## config.mk

```make
export PLATFORM = sky130hd
export DESIGN_NAME = gpio_pad_ctrl
export DESIGN_NICKNAME = d
export VERILOG_FILES = /design/src/rtl/gpio_pad_ctrl.sv
export SDC_FILE = /design/constraint.sdc
export NUM_CORES = 1
export LEC_CHECK = 0
export CORE_UTILIZATION = 62
export CTS_BUF_LIST = sky130_fd_sc_hd__clkbuf_4
export CTS_CLUSTER_SIZE = 40
export DETAILED_ROUTE_END_ITERATION = 16
export PLACE_DENSITY = 0.84
export SLEW_MARGIN = 20
export SYNTH_ARGS = -nofsm -noshare
export SYNTH_HDL_FRONTEND = slang
export SYNTH_SLANG_ARGS = --single-unit
```

## constraint.sdc

```tcl
create_clock -name i_clk -period 33.1 [get_ports i_clk]
set_clock_uncertainty 0.1 [all_clocks]
set_input_delay 8.275 -clock i_clk [delete_from_list [all_inputs] [get_ports i_clk]]
set_output_delay 8.275 -clock i_clk [all_outputs]
set_load 0.005 [all_outputs]
```

## src/rtl/gpio_pad_ctrl.sv

```systemverilog
// gpio_pad_ctrl
//   Wishbone-attached GPIO pad controller. Per-pin direction and
//   push-pull/open-drain selection, input synchroniser, programmable
//   debounce, rising/falling edge capture into a pending register and a
//   level interrupt.
//
// Ports
//   i_clk, i_rst        clock, asynchronous active-high reset
//   i_wb_cyc/stb/we     wishbone slave control
//   i_wb_addr[2:0]      register address
//   i_wb_data[31:0]     write data
//   o_wb_ack            one cycle after every strobe
//   o_wb_stall          tied 0
//   o_wb_data[31:0]     registered read data, valid with ack
//   i_pin[NPINS]        raw pad inputs
//   o_pin[NPINS]        pad output value
//   o_pin_oe[NPINS]     pad output enable (1 = drive)
//   o_int               level interrupt, any pending edge
//
// Register map
//   0 DATA   R: debounced state   W: output latch
//   1 DIR    1 = driven
//   2 ODRAIN 1 = open-drain
//   3 PEND   R: pending edges     W: write-1-to-clear
//   4 RISE_EN
//   5 FALL_EN
//   6 DBNC   debounce threshold (0 = bypass)
//   7 reads 0, writes ignored
module gpio_pad_ctrl #(
    parameter int                    NPINS          = 16,
    parameter int                    SYNC_STAGES    = 2,
    parameter int                    DEBOUNCE_W     = 8,
    parameter logic [DEBOUNCE_W-1:0] DEBOUNCE_RESET = DEBOUNCE_W'(4)
) (
    input  logic             i_clk,
    input  logic             i_rst,
    input  logic             i_wb_cyc,
    input  logic             i_wb_stb,
    input  logic             i_wb_we,
    input  logic [2:0]       i_wb_addr,
    input  logic [31:0]      i_wb_data,
    output logic             o_wb_ack,
    output logic             o_wb_stall,
    output logic [31:0]      o_wb_data,
    input  logic [NPINS-1:0] i_pin,
    output logic [NPINS-1:0] o_pin,
    output logic [NPINS-1:0] o_pin_oe,
    output logic             o_int
);

    localparam logic [2:0] A_DATA    = 3'd0;
    localparam logic [2:0] A_DIR     = 3'd1;
    localparam logic [2:0] A_ODRAIN  = 3'd2;
    localparam logic [2:0] A_PEND    = 3'd3;
    localparam logic [2:0] A_RISE_EN = 3'd4;
    localparam logic [2:0] A_FALL_EN = 3'd5;
    localparam logic [2:0] A_DBNC    = 3'd6;

    logic [NPINS-1:0]      out_q, dir_q, odrain_q, pend_q, rise_en_q, fall_en_q;
    logic [DEBOUNCE_W-1:0] dbnc_q;

    logic [NPINS-1:0]      sync_q [SYNC_STAGES];
    logic [NPINS-1:0]      s;
    logic [NPINS-1:0]      stable_q, stable_d_q, stable_nxt;
    logic [DEBOUNCE_W-1:0] cnt_q   [NPINS];
    logic [DEBOUNCE_W-1:0] cnt_nxt [NPINS];

    logic [NPINS-1:0]      wdata;
    logic [NPINS-1:0]      edge_set, pend_clr;
    logic                  wr;
    logic [31:0]           rd_data;

    logic                  unused_ok;
    assign unused_ok = ^{i_wb_cyc, i_wb_data};

    assign wdata      = i_wb_data[NPINS-1:0];
    assign wr         = i_wb_stb & i_wb_we;
    assign o_wb_stall = 1'b0;

    // Open-drain pins only ever pull low; OUT=1 releases the pad.
    assign o_pin    = out_q & ~odrain_q;
    assign o_pin_oe = dir_q & (~odrain_q | ~out_q);

    assign s     = sync_q[SYNC_STAGES-1];
    assign o_int = |pend_q;

    // Edges are taken from the registered stable copy, so PEND lands one
    // cycle after the stable state changes.
    assign edge_set = (stable_q & ~stable_d_q & rise_en_q) |
                      (~stable_q & stable_d_q & fall_en_q);
    assign pend_clr = (wr && i_wb_addr == A_PEND) ? wdata : '0;

    // Comparing against DBNC-1 (rather than incrementing first) also covers a
    // threshold lowered below the current count: the next mismatch commits.
    always_comb begin
        stable_nxt = stable_q;
        for (int k = 0; k < NPINS; k++) begin
            cnt_nxt[k] = '0;
            if (dbnc_q == '0) begin
                stable_nxt[k] = s[k];
            end else if (s[k] != stable_q[k]) begin
                if (cnt_q[k] >= dbnc_q - DEBOUNCE_W'(1)) begin
                    stable_nxt[k] = s[k];
                end else begin
                    cnt_nxt[k] = cnt_q[k] + DEBOUNCE_W'(1);
                end
            end
        end
    end

    always_comb begin
        rd_data = '0;
        case (i_wb_addr)
            A_DATA:    rd_data[NPINS-1:0]      = stable_q;
            A_DIR:     rd_data[NPINS-1:0]      = dir_q;
            A_ODRAIN:  rd_data[NPINS-1:0]      = odrain_q;
            A_PEND:    rd_data[NPINS-1:0]      = pend_q;
            A_RISE_EN: rd_data[NPINS-1:0]      = rise_en_q;
            A_FALL_EN: rd_data[NPINS-1:0]      = fall_en_q;
            A_DBNC:    rd_data[DEBOUNCE_W-1:0] = dbnc_q;
            default:   rd_data                 = '0;
        endcase
    end

    always_ff @(posedge i_clk or posedge i_rst) begin
        if (i_rst) begin
            out_q     <= '0;
            dir_q     <= '0;
            odrain_q  <= '0;
            rise_en_q <= '0;
            fall_en_q <= '0;
            dbnc_q    <= DEBOUNCE_RESET;
        end else if (wr) begin
            case (i_wb_addr)
                A_DATA:    out_q     <= wdata;
                A_DIR:     dir_q     <= wdata;
                A_ODRAIN:  odrain_q  <= wdata;
                A_RISE_EN: rise_en_q <= wdata;
                A_FALL_EN: fall_en_q <= wdata;
                A_DBNC:    dbnc_q    <= i_wb_data[DEBOUNCE_W-1:0];
                default:   ;
            endcase
        end
    end

    always_ff @(posedge i_clk or posedge i_rst) begin
        if (i_rst) begin
            o_wb_ack  <= 1'b0;
            o_wb_data <= '0;
        end else begin
            o_wb_ack <= i_wb_stb;
            if (i_wb_stb) begin
                o_wb_data <= rd_data;
            end
        end
    end

    // Set wins over a same-cycle write-1-to-clear.
    always_ff @(posedge i_clk or posedge i_rst) begin
        if (i_rst) begin
            pend_q <= '0;
        end else begin
            pend_q <= (pend_q & ~pend_clr) | edge_set;
        end
    end

    always_ff @(posedge i_clk or posedge i_rst) begin
        if (i_rst) begin
            for (int i = 0; i < SYNC_STAGES; i++) begin
                sync_q[i] <= '0;
            end
            for (int k = 0; k < NPINS; k++) begin
                cnt_q[k] <= '0;
            end
            stable_q   <= '0;
            stable_d_q <= '0;
        end else begin
            sync_q[0] <= i_pin;
            for (int i = 1; i < SYNC_STAGES; i++) begin
                sync_q[i] <= sync_q[i-1];
            end
            for (int k = 0; k < NPINS; k++) begin
                cnt_q[k] <= cnt_nxt[k];
            end
            stable_q   <= stable_nxt;
            stable_d_q <= stable_q;
        end
    end

endmodule

```

==> flow_summary.yaml <==
hold_path:
  min_path_cells: 0
  min_path_type: "reg2reg"
drt:
  vias: 11984
  postRouteAntennaNets: 0
  wl_um: 36800
  routedWlPerCell_um: 18.1
  dr.pass1.iters: 5
  drc: 0
  viasPerCell: 5.89
  drt-initial-drc-count: 783
global_routing:
  grt.total_usage_pct: 28.6
  gr-total-overflow: 0
  grt_pass1_vias: 12351
  antenna_found_initial: 1
  grt_max_degree: 92
  grt_pass1_wl_um: 60400
final_layout:
  final_cell_mix: "dfrtp_1 (312), nor2_1 (191), clkbuf_4 (109), ha_1 (98), mux2_2 (96)"
  seq_area_um2: 7830
  drive_gt1_share_pct: 16.4
  nets: 1804
  fillers: 1890
  fin_area_um2: 18500
  syn_to_final_growth_pct: 13.3
  multi_input_area_um2: 8110
  layout_commonest_cell: "dfrtp_1"
logic_synthesis:
  synth_ff_type: "dfrtp_1"
  avgSynthCellArea_um2: 10.9
  synth_cell_types: 53
  synthArstFlopShare_pct: 100
  synth_edf_count: 0
  yosysTopAreaCell: "dfrtp_1"
  ys_ff_latch: 313
  yosys_warnings: 0
  yosysSeqAreaShare_pct: 48.0
  synth_area_leaders: "dfrtp_1 (48%), ha_1 (7.5%), mux2_2 (6.6%)"
  syn-instance-count: 1504
  synth_top_area_share_pct: 47.8
  synth_area_um2: 16300
worst_setup_path:
  slowest_stage: "clkdlybuf4s50_1"
  cp-start-kind: "input port"
  cp.required_ns: 33.55
  r2r_cells: 11
  worst-path-max-fanout: 29
  crit_buf_inv: 2
  cp.depth: 5
  critical_path.max_stage_delay_ns: 1.14
  crit_chain: "clkdlybuf4s50_1 > nand3_1 > nor2_1 > buf_4 > mux2_2"
  crit_family: "buffers and inverters"
  endpoint_kind: "register"
  crit_arrival_ns: 11.10
  critPathKind: "in2reg"
sta:
  hold_viol_final: 0
  hold_slack_ns: 0.244
  rsz0062_at_grt: "no"
  finalMaxSlewViolations: 0
  tightest_slew_ns: 1.04
  period_share_pct: 32.2
  max_slew_margin_pct: 30.8
  period_minus_slack_ns: 10.64
  layout_setup_ws_ns: 22.46
  fmax_mhz: 94.0
  finalSetupViolations: 0
  setup_tns_ns: 0
job:
  drv_cap: 0
cts:
  postCtsHoldBufs: 0
  numCtsBuffers: 80
  cts_tree: "done"
  cts.path.max_buffers: 3
  cts_max_level: 3
  clkLatencyLatePin_ns: 0.68
  cts_sinks: 313
  root_buffer: "clkbuf_4"
  path_clk_slew_ns: 0.06
  postCtsSetupRepairBufs: 0
  cts_resized: 0
power:
  power_density_nw_per_um2: 67.9
  finalPower_mw: 1.26
  peakVddDrop_mv: 0.0355
  p_leak_nw: 8.55
placed_design:
  post-place-ws_ns: 21.62
  gp_congestion: 0.896
  dpl-instance-area_um2: 17500
  dp_hpwl_um: 24500
  io_buffers: 88
die:
  die-width_um: 164
  die_y_um: 164
  fp.dieArea_um2: 27000
  row_count: 59
  ioPinCount: 123
  core_area_um2: 26000
  initial_core_util_pct: 62.9
run_status:
  outcome: "finished clean"
[sequential cells by signal, indices dropped and copies added (netlist names), 16 cells and up]
name and cells:
sync_q 16, fall_en_q 16, stable_d_q 16, rise_en_q 16, odrain_q 16, o_wb_data 16, dir_q 16, pend_q 16
s 16, stable_q 16, cnt_q 128, out_q 16
[layout make-up]
class	count	share of cell area, %
Timing Repair Buffer	105	5.44
Multi-Input combinational cell	1104	43.8
Sequential cell	313	42.3
Clock inverter	22	0.764
Inverter	46	0.973
Clock buffer	109	4.42
Antenna cell	2	0.0270
Tap cell	335	2.26
[metrics by stage]
stage / utilization [%] / instances
2_1_floorplan: - / 1520
3_3_place_gp: 67.5 / 1903
3_5_place_dp: 67.5 / 1903
4_1_cts: 71.2 / 2034
5_1_grt: 71.3 / 2035
6_report: 71.3 / 2036
[synthesized netlist by cell type (16+ instances only)]
cell / instances
o21ai_0: 32
and3b_1: 16
a21boi_0: 16
mux2i_1: 35
nand2_1: 80
buf_4: 17
dfrtp_1: 312
inv_1: 45
nor2_1: 191
a31oi_1: 16
o211ai_1: 25
mux2_2: 96
ha_1: 98
xnor2_1: 29
and3_1: 32
o22ai_1: 26
xor2_1: 88
clkbuf_1: 28
a21o_1: 17
nand2b_1: 17
nand3_1: 73
a21oi_1: 64
nor2b_1: 35
[worst paths after layout]
kind | from | slack [ns] | end
min in group asynchronous | i_rst | 7.98 | dir_q[10]
hold reg to reg | sync_q[21] | 0.24 | s[5]
setup / recovery | i_wb_stb | 22.46 | fall_en_q[7]
max in group asynchronous | i_rst | 22.75 | cnt_q[105]
hold / removal | sync_q[21] | 0.24 | s[5]
setup reg to reg | dbnc_q[0] | 28.86 | cnt_q[120]
[power by group]
| group | switching, mW | internal (mW) |
|---|---|---|
| clock network | 0.153 | 0.167 |
| registers | 0.0876 | 0.458 |
| logic | 0.211 | 0.180 |
| total | 0.452 | 0.805 |
[per-layer routing]
layer | track usage, % | routed length, um
met5 | 0 | 0
met4 | 13.8 | 1300
met3 | 5.30 | 2300
met2 | 47.0 | 17800
met1 | 36.4 | 15500
[kinds of logic (layout without fill, tap and decap cells)]
family          Yosys count  in the layout  share of synthesized area [%]
xor+xnor                117            117                           6.27
fa+ha+maj                98             98                           7.51
mux                     151            151                           10.9
flops                   313            313                           48.0
simple gates            474            474                           14.1
buf+inv                 103            282                           2.97
compound gates          247            247                           10.3
other cells               1             19                         0.0230
Note: power is estimated with default switching activity, not from simulation.
